[src/rtl/gem_cluster_sequencer.sv]
// Latches up to 8 raw GEM clusters per BX and issues the valid ones one per clock, lowest slot first.
// Optional macro GEM_SEQ_ROLL_FILTER_EN adds a roll_mask input that suppresses clusters by eta partition.
module gem_cluster_sequencer #(
    parameter int          MXCLUSTERS    = 8,
    parameter logic [7:0]  PADS_PER_ROLL = 8'd192,
    parameter logic [10:0] MAXADR        = 11'd1535
) (
    input  logic                     clock,
    input  logic                     reset_n,
    input  logic                     bx_strobe,
    input  logic [14*MXCLUSTERS-1:0] clusters_in,
`ifdef GEM_SEQ_ROLL_FILTER_EN
    input  logic [7:0]               roll_mask,
`endif
    output logic [13:0]              cluster0,
    output logic                     cluster0_vpf,
    output logic [2:0]               cluster0_roll,
    output logic [7:0]               cluster0_pad,
    output logic [2:0]               cluster0_size,
    output logic [2:0]               cluster0_index,
    output logic                     busy,
    output logic                     done,
    output logic                     overrun,
    output logic [7:0]               ndropped
);

    typedef enum logic {IDLE, ISSUE} state_t;

    state_t                  state;
    logic [MXCLUSTERS-1:0]   pending;
    logic [13:0]             lat_word [MXCLUSTERS];
    logic [13:0]             in_word  [MXCLUSTERS];
    logic [MXCLUSTERS-1:0]   new_mask;
    logic [2:0]              lat_idx;
    logic [2:0]              new_idx;
    logic [13:0]             lat_sel;
    logic [13:0]             new_sel;
    logic [8:0]              drop_sum;

    // Roll is the number of partition thresholds reached; a compare chain avoids a divider.
    function automatic logic [2:0] addr_roll(input logic [10:0] a);
        logic [2:0] r;
        r = '0;
        for (int t = 1; t < 8; t++)
            if (a >= 11'(t * PADS_PER_ROLL)) r = r + 3'd1;
        return r;
    endfunction

    function automatic logic [7:0] addr_pad(input logic [10:0] a);
        logic [10:0] base;
        logic [10:0] diff;
        base = 11'(addr_roll(a)) * 11'(PADS_PER_ROLL);
        diff = a - base;
        return diff[7:0];
    endfunction

    function automatic logic [2:0] first_idx(input logic [MXCLUSTERS-1:0] m);
        logic [2:0] r;
        r = '0;
        for (int k = MXCLUSTERS - 1; k >= 0; k--)
            if (m[k]) r = 3'(k);
        return r;
    endfunction

    function automatic logic [3:0] popcount(input logic [MXCLUSTERS-1:0] m);
        logic [3:0] r;
        r = '0;
        for (int k = 0; k < MXCLUSTERS; k++)
            r = r + 4'(m[k]);
        return r;
    endfunction

    always_comb begin
        new_mask = '0;
        for (int k = 0; k < MXCLUSTERS; k++) begin
            in_word[k]  = clusters_in[14*k +: 14];
`ifdef GEM_SEQ_ROLL_FILTER_EN
            new_mask[k] = (in_word[k][10:0] <= MAXADR) && roll_mask[addr_roll(in_word[k][10:0])];
`else
            new_mask[k] = (in_word[k][10:0] <= MAXADR);
`endif
        end
    end

    always_comb begin
        lat_idx  = first_idx(pending);
        new_idx  = first_idx(new_mask);
        lat_sel  = lat_word[lat_idx];
        new_sel  = in_word[new_idx];
        drop_sum = {1'b0, ndropped} + 9'(popcount(pending));
    end

    always_ff @(posedge clock or negedge reset_n) begin
        if (!reset_n) begin
            state          <= IDLE;
            pending        <= '0;
            for (int k = 0; k < MXCLUSTERS; k++) lat_word[k] <= '0;
            cluster0       <= '0;
            cluster0_vpf   <= 1'b0;
            cluster0_roll  <= '0;
            cluster0_pad   <= '0;
            cluster0_size  <= '0;
            cluster0_index <= '0;
            busy           <= 1'b0;
            done           <= 1'b0;
            overrun        <= 1'b0;
            ndropped       <= '0;
        end else begin
            done    <= 1'b0;
            overrun <= 1'b0;
            if (bx_strobe) begin
                for (int k = 0; k < MXCLUSTERS; k++) lat_word[k] <= in_word[k];
                state <= ISSUE;
                busy  <= 1'b1;
                if (state == ISSUE && pending != '0) begin
                    // Aborting a live sequence: the new BX starts issuing on this same edge.
                    overrun  <= 1'b1;
                    ndropped <= drop_sum[8] ? 8'hFF : drop_sum[7:0];
                    pending  <= new_mask & (new_mask - 1'b1);
                    if (new_mask != '0) begin
                        cluster0       <= new_sel;
                        cluster0_vpf   <= 1'b1;
                        cluster0_roll  <= addr_roll(new_sel[10:0]);
                        cluster0_pad   <= addr_pad(new_sel[10:0]);
                        cluster0_size  <= new_sel[13:11];
                        cluster0_index <= new_idx;
                    end else begin
                        cluster0_vpf   <= 1'b0;
                    end
                end else begin
                    pending      <= new_mask;
                    cluster0_vpf <= 1'b0;
                end
            end else if (state == ISSUE) begin
                if (pending != '0) begin
                    pending        <= pending & (pending - 1'b1);
                    cluster0       <= lat_sel;
                    cluster0_vpf   <= 1'b1;
                    cluster0_roll  <= addr_roll(lat_sel[10:0]);
                    cluster0_pad   <= addr_pad(lat_sel[10:0]);
                    cluster0_size  <= lat_sel[13:11];
                    cluster0_index <= lat_idx;
                end else begin
                    cluster0_vpf <= 1'b0;
                    done         <= 1'b1;
                    busy         <= 1'b0;
                    state        <= IDLE;
                end
            end
        end
    end

endmodule

[config.mk]
export PLATFORM = sky130hd
export DESIGN_NAME = gem_cluster_sequencer
export DESIGN_NICKNAME = d
export VERILOG_FILES = /design/src/rtl/gem_cluster_sequencer.sv
export SDC_FILE = /design/constraint.sdc
export NUM_CORES = 1
export LEC_CHECK = 0
export BUFFER_PORTS_ARGS = -buffer_cell sky130_fd_sc_hd__buf_2
export CAP_MARGIN = 20
export CORE_MARGIN = 2
export CORE_UTILIZATION = 45
export CTS_CLUSTER_DIAMETER = 40
export DETAILED_ROUTE_END_ITERATION = 8
export GPL_TIMING_DRIVEN = 0
export PLACE_DENSITY = 0.72
export SETUP_SLACK_MARGIN = 0.1
export SLEW_MARGIN = 20
export SYNTH_ARGS = -nofsm -noshare
export SYNTH_HDL_FRONTEND = slang
export SYNTH_SLANG_ARGS = --single-unit
[constraint.sdc]
create_clock -name clock -period 16.16 [get_ports clock]
set_input_delay 1.616 -clock clock [delete_from_list [all_inputs] [get_ports clock]]
set_output_delay 1.616 -clock clock [all_outputs]
set_load 0.01 [all_outputs]
==> out/metrics.csv, run 1 <==
stage,metric,value,unit
pwr,max-vdd-ir-drop,76.9,uV
timing,hold_ws,0.474,ns
yosys,ys_seq_elements,155,
routing,ant_nets,0,
setup_path,worstPathCellList,buf_2 -> and4_1 -> clkbuf_1 -> o21ai_1 -> nand2_1 -> buf_1 -> o32ai_2 -> nor2_1 -> o21ai_0 -> inv_1 -> ha_1 -> xor2_1 -> ha_1 -> nand2_1 -> o211ai_2 -> ha_1 -> mux2_2 -> ha_1 -> and3_1 -> or3_4 -> nand3_1 -> nor3b_2 -> o21ai_1,
place,place_congestion,0.918,
cts,cts-root-buf,clkbuf_16,
routing,via_per_inst,6.13,
timing,slew_headroom,0.398,
flow_run,drv_cap,0,
setup_path,crit_type,in -> reg,
setup_path,critPathLaunchType,primary input,
yosys,synth_cells,1108,
timing,fin_crit_sh,0.414,
cts,clk_path_buf_depth,2,
routing,wl_per_cell,21.0,um
yosys,syn_area,10200,um^2
yosys,syn_nets,1249,
hold_path,min_path_type,reg -> reg,
routing,vias,9649,
grt,grt_pass1_wl,51300,um
status,status,completed,
die,num_rows,54,
routing,drc,0,
pwr,clkPwrFrac,0.279,
cts,cts_buffers,17,
timing,tightestPinTransition,0.898,ns
die,initial_core_util,0.462,
pwr,power_frac_seq,0.322,
timing,finalWorstSetupSlack,9.48,ns
cts,clk_latency,0.44,ns
timing,fmax,0.150,GHz
die,coreArea,22000,um^2
finish,drive_gt1_frac,0.289,
yosys,ys_types,89,
yosys,synthArstFlopShare,1.00,
timing,min_period,6.68,ns
finish,nFillCells,1958,
setup_path,critPathMaxStageDelay,0.69,ns
routing,routed_wl,33000,um
setup_path,cp-end-kind,flip-flop,
yosys,synth_seq_area_share,0.382,
timing,final_max_slew_viol_count,0,
hold_path,min_from,cluster0[9],
grt,antenna_found_initial,1,
die,ioPinCount,158,
setup_path,r2r_start,pending[2],
setup_path,cpMaxStageDelayCell,o32ai_2,
timing,fin_tns_setup,0,ns
pwr,p_switching,562,uW
grt,grt_pass1_vias,9297,
yosys,yosysWarnings,0,
die,dieWidth,154,um
finish,finalNetCount,1420,
timing,rsz0062_at_grt,false,
setup_path,critPathMostFrequentCell,ha_1,
yosys,ys.flop_type,dfrtp_1,
setup_path,reg2reg_depth,25,
hold_path,whs_endpoint,cluster0[9],
setup_path,rrSetupSlack,9.73,ns
cts,tritoncts,done,
timing,setup_viol,0,
yosys,synth-edff-count,0,
cts,cts_resized,0,
setup_path,cp.arrival,7.00,ns
setup_path,path_max_fanout,10,
timing,skew,0.0154,ns
pwr,p_int,944,uW
cts,cts_max_level,4,
grt,grt_overflow,0,
setup_path,r2r-end,cluster0_pad[7],
pwr,p_per_area,127,nW/um^2
grt,grtUsageTotal,0.278,
pwr,p_sw_frac,0.373,
cts,post_cts_buffers,0,
cts,cts_hold_buf,0,
setup_path,crit_buf_inv,4,
pwr,p_leak,5.30,nW
pwr,finalPower,1.51,mW
die,fp.dieH,154,um
cts,clkSlewWorstSetupHoldPaths,0.06,ns
timing,hold_viol,0,
place,dp_hpwl,24300,um
hold_path,holdPathStages,2,
cts,cts.sinks,155,
setup_path,cp.required,16.48,ns
setup_path,crit_family,compound AO/OA/AOI/OAI gates,
grt,grt_max_degree,97,
die,dieArea,23800,um^2
place,io_buffers,151,
routing,drt_iter0_markers,911,
finish,syn_to_final_growth,17.2,%
pwr,comb_power_share,0.399,
yosys,syn_avg_cell_area,9.16,um^2
routing,dr.pass1.iters,7,
place,pre_cts_slack,9.15,ns
[worst reg2reg max path, delay by kind of cell (launching register included)]
| family | cells | cell delay (ns) |
|---|---|---|
| DFF | 1 | 0.39 |
| xor gates and xnor gates | 1 | 0.19 |
| buffers and inverters | 3 | 0.59 |
| and+or+nand+nor | 10 | 1.71 |
| adders and majority gates | 5 | 1.53 |
| AOI/OAI and AO/OA | 3 | 0.79 |
| muxes | 3 | 1.10 |
[cell usage in the layout (no fill, tap or decap), drive strengths merged, types with 5 or more instances in the layout]
| master | Yosys | layout |
|---|---|---|
| or3 | 6 | 6 |
| nor3 | 10 | 10 |
| ha | 21 | 21 |
| nand3 | 105 | 105 |
| a21o | 7 | 7 |
| o41ai | 6 | 6 |
| a211oi | 13 | 13 |
| nor2 | 38 | 38 |
| nand4 | 13 | 13 |
| nor4 | 9 | 9 |
| nand2 | 228 | 228 |
| fa | 5 | 5 |
| o31ai | 5 | 5 |
| clkbuf | 41 | 60 |
| buf | 42 | 194 |
| dfrtp | 155 | 155 |
| mux4 | 5 | 5 |
| and2 | 6 | 6 |
| o21ai | 65 | 65 |
| xor2 | 7 | 7 |
| a31oi | 15 | 15 |
| mux2 | 120 | 120 |
| inv | 27 | 34 |
| and3 | 12 | 12 |
| and4 | 5 | 5 |
| a21oi | 36 | 36 |
| xnor2 | 11 | 11 |
| o211ai | 13 | 13 |
| nand2b | 5 | 5 |
| mux2i | 16 | 16 |
[sequential cells by signal, indices dropped and copies added, names as in the netlist]
| signal | cells |
|---|---|
| cluster0 | 14 |
| cluster0_index | 3 |
| overrun | 1 |
| pending | 8 |
| cluster0_pad | 2 |
| busy | 1 |
| ndropped | 8 |
| state | 1 |
| done | 1 |
| lat_word | 112 |
| cluster0_vpf | 1 |
| cluster0_roll | 3 |
[cell type report]
type	instances	area, um^2	area share
Multi-Input combinational cell	843	5760	0.484
Sequential cell	155	3880	0.326
Timing Repair Buffer	152	793	0.0667
Clock buffer	19	443	0.0372
Buffer	83	408	0.0343
Tap cell	280	350	0.0295
Clock inverter	13	155	0.0130
Inverter	27	101	0.00852
Antenna cell	1	2.50	0.000210
[synthesized netlist by cell type (all sizes together), types with 7 or more instances]
| library cell | count | area, um^2 |
|---|---|---|
| a21o | 7 | 52.6 |
| nand4 | 13 | 81.3 |
| and3 | 12 | 75.1 |
| buf | 42 | 254 |
| o211ai | 13 | 103 |
| xnor2 | 11 | 104 |
| xor2 | 7 | 68.8 |
| a211oi | 13 | 113 |
| o21ai | 65 | 329 |
| mux2i | 16 | 164 |
| ha | 21 | 263 |
| nand2 | 228 | 873 |
| clkbuf | 41 | 154 |
| nor3 | 10 | 55.1 |
| nand3 | 105 | 526 |
| dfrtp | 155 | 3880 |
| inv | 27 | 101 |
| nor4 | 9 | 101 |
| a21oi | 36 | 184 |
| mux2 | 120 | 1350 |
| nor2 | 38 | 153 |
| a31oi | 15 | 115 |
[logic make-up after synthesis]
logic type	count (synthesis)	synth area share
flip-flops	155	0.382
multiplexers	141	0.160
buffers and inverters	110	0.0502
adder cells (fa/ha/maj)	26	0.0357
XOR/XNOR	19	0.0192
AO/OA/AOI/OAI	210	0.146
AND/OR/NAND/NOR	447	0.207
[how the worst max path moves through the flow]
stage                       endpoint             start  depth (start not counted)
CTS                 cluster0_roll[2]   clusters_in[94]                         23
finish              cluster0_roll[2]   clusters_in[94]                         23
detailed placement  cluster0_roll[2]   clusters_in[94]                         23
global route         cluster0_pad[7]   clusters_in[94]                         23
global placement    cluster0_roll[2]   clusters_in[94]                         23
floorplan           cluster0_roll[2]  clusters_in[108]                         21
[metal layers]
metal / part of all wire / global-route usage / routed length [um] / up-vias
li1: - / - / - / 4338
met4: 0.050 / 0.138 / 1660 / 0
met2: 0.45 / 0.432 / 14900 / 582
met1: 0.41 / 0.371 / 13400 / 4621
met5: 0 / 0 / 0 / -
met3: 0.091 / 0.0555 / 3000 / 108
[through the flow]
step | util | cell area (um^2) | cells
global route | 0.542 | 11900 | 1572
CTS | 0.542 | 11900 | 1572
global placement | 0.513 | 11300 | 1539
floorplan | - | 10200 | 1108
detailed placement | 0.514 | 11300 | 1540
finish | 0.542 | 11900 | 1573
[power groups by stage]
stage	logic [mW]	clock network, mW	registers [mW]
detailed placement	0.589	0	0.492
global placement	0.573	0	0.490
floorplan	0.409	0	0.494
finish	0.601	0.420	0.485
global route	0.662	0.436	0.493
CTS	0.595	0.421	0.485
(Power assumes the default switching activity.)
==> run 2, diff against run 1 <==
- ABC_AREA: default -> 1
- PLACE_DENSITY: 0.72 -> 0.74
- clock period: 16.16 -> 5.58 ns (I/O delays scaled with it)
==> run 2 against run 1 <==
Effect of this change: utilization grew 1.4 points; area after synthesis shrank 4.4%; worst setup slack lost 9.1 ns; critical path type unchanged; sequential power grew to 2.8 times the previous value; final cell count grew 18%; critical endpoint is now cluster0_pad[7]; highest routed layer unchanged.
==> out/metrics.csv, run 2 <==
stage,metric,value,unit
status,status,completed,
die,dieArea,22800,um^2
yosys,synthTopCellsByCount,"367 x nand2_1, 181 x o21ai_0, 155 x dfrtp_1, 141 x inv_1, 125 x nand3_1",
cts,cts_buffers,17,
yosys,synthDominantCellAreaShare,0.399,
routing,drt_iter0_markers,1265,
setup_path,path_max_fanout,10,
timing,fin_crit_sh,0.932,
setup_path,cp-end-kind,flip-flop,
setup_path,cpMaxStageDelayCell,nor3_1,
routing,wl_per_cell,18.6,um
flow_run,drv_cap,0,
die,fp.dieH,151,um
yosys,syn_area,9710,um^2
grt,grt_max_degree,98,
yosys,ys_top_cells_by_area,"dfrtp_1 40%, nand2_1 14%, o21ai_0 9.3%",
pwr,comb_power_share,0.396,
cts,cts.sinks,155,
finish,regMostFlops,lat_word,
setup_path,critPathMaxStageDelay,0.33,ns
timing,hold_ws,0.0300,ns
die,dieWidth,151,um
place,place_area,10900,um^2
cts,cts_max_level,4,
routing,drc,0,
setup_path,setup.worst_path.start,clusters_in[79],
setup_path,critPathLaunchType,primary input,
timing,rsz0062_at_grt,false,
yosys,synthArstFlopShare,1.00,
finish,drive_gt1_frac,0.200,
routing,dr.pass1.iters,6,
setup_path,crit_type,in -> reg,
pwr,max-vdd-ir-drop,266,uV
place,pre_cts_slack,-0.276,ns
finish,largest_reg_flops,112,
place,dp_hpwl,24500,um
yosys,yosysWarnings,0,
yosys,muxShareOfSynthArea,0,
pwr,clkPwrFrac,0.272,
timing,fin_tns_setup,0,ns
place,place_congestion,0.947,
grt,grt_overflow,0,
yosys,syn_nets,1505,
timing,setup_viol,0,
finish,instances_no_fill,1849,
routing,routed_wl,34500,um
setup_path,r2r_start,pending[6],
routing,vias,10400,
grt,grt_pass1_vias,9798,
grt,antenna_found_initial,0,
finish,top_regs,"lat_word: 112 flops, cluster0: 14 flops",
finish,final_common_cell,nand2_1,
setup_path,cp.required,5.91,ns
yosys,synth_fa_ha_area_frac,0.0374,
routing,via_per_inst,5.60,
yosys,synth_simple_gate_area_frac,0.294,
yosys,synth-edff-count,0,
hold_path,min_path_type,in -> async,
cts,clk_path_buf_depth,2,
finish,syn_to_final_growth,20.6,%
setup_path,critPathMostFrequentCell,nand2_1,
routing,ant_nets,0,
setup_path,reg2reg_depth,40,
timing,final_max_slew_viol_count,0,
finish,final_cell_mix,"367 x nand2_1, 181 x o21ai_0, 159 x buf_2, 153 x dfrtp_1, 139 x inv_1",
finish,final_util,0.555,
cts,clk_latency,0.45,ns
yosys,ys_types,47,
place,io_buffers,157,
timing,finalWorstSetupSlack,0.379,ns
yosys,synth_compound_area_frac,0.160,
timing,fmax,0.192,GHz
yosys,ys.flop_type,dfrtp_1,
pwr,p_int,2.50,mW
die,num_rows,53,
finish,fin_area,11700,um^2
place,place_inst,1797,
pwr,p_switching,1.62,mW
timing,tightestPinTransition,1.05,ns
finish,diodes,0,
yosys,synth.most_common_cell,nand2_1,
yosys,synth_cells,1364,
cts,tritoncts,done,
grt,grt_pass1_wl,52400,um
cts,cts-root-buf,clkbuf_16,
timing,skew,0.00843,ns
pwr,finalPower,4.12,mW
pwr,p_per_area,352,nW/um^2
timing,min_period,5.20,ns
die,initial_core_util,0.460,
finish,finalNetCount,1703,
pwr,power_frac_seq,0.332,
pwr,p_sw_frac,0.392,
yosys,synth_xor_area_frac,0.00889,
yosys,syn_avg_cell_area,7.12,um^2
yosys,yosysTopAreaCell,dfrtp_1,
yosys,ys_seq_elements,155,
timing,hold_viol,0,
die,coreArea,21100,um^2
timing,slew_headroom,0.297,
yosys,synth_seq_area_share,0.399,
yosys,synth_top_family_by_area,simple AND/OR/NAND/NOR gates,
grt,grtUsageTotal,0.306,
cts,clkSlewWorstSetupHoldPaths,0.06,ns
pwr,p_leak,5.97,nW
die,ioPinCount,158,
setup_path,cp.arrival,5.53,ns
run 2: cell type report:
class	count	area, um^2
Buffer	77	408
Clock buffer	18	429
Clock inverter	13	120
Fill cell	2031	9380
Inverter	157	607
Multi-Input combinational cell	975	4930
Sequential cell	155	3880
Tap cell	275	344
Timing Repair Buffer	179	993
run 2: per-layer routing:
layer | wire (um) | track usage | vias to the layer above
met4 | 1950 | 0.162 | 0
met3 | 3930 | 0.0687 | 146
met2 | 15500 | 0.477 | 647
li1 | - | - | 4817
met5 | 0 | 0 | -
met1 | 13100 | 0.399 | 4751
run 2: path summary, 6_finish.rpt:
path	end	slack, ns
hold / removal	lat_word[40]	0.03
hold reg to reg	lat_word[96]	0.46
min in group clock	lat_word[84]	0.32
max in group asynchronous	pending[1]	4.66
setup reg to reg	cluster0_pad[7]	0.39
setup / recovery	cluster0_pad[7]	0.38
run 2: cells by family after synthesis:
logic type,after synthesis
xor gates and xnor gates,9
and+or+nand+nor,655
adders and majority gates,26
DFF,155
buffers and inverters,234
AOI/OAI and AO/OA,285
run 2: worst max-delay path: cells and delay by family:
family | cells | cell delay, ns
and+or+nand+nor | 21 | 2.81
buffers and inverters | 6 | 0.61
adders and majority gates | 4 | 1.16
AOI/OAI and AO/OA | 2 | 0.38
run 2: timing repair:
action | in CTS | in global routing
pin swaps | 0 | 10
endpoints found under the setup margin | 1 | 3
hold buffers | 0 | 0
setup buffers | 0 | 21
gates resized for setup | 1 | 35
run 2: power by group through the flow:
stage	Sequential, mW	Combinational (mW)	Clock (mW)
6_report	1.37	1.63	1.12
5_1_grt	1.39	1.84	1.17
4_1_cts	1.37	1.54	1.12
3_5_place_dp	1.39	1.53	0
3_3_place_gp	1.38	1.48	0
2_1_floorplan	1.40	1.04	0
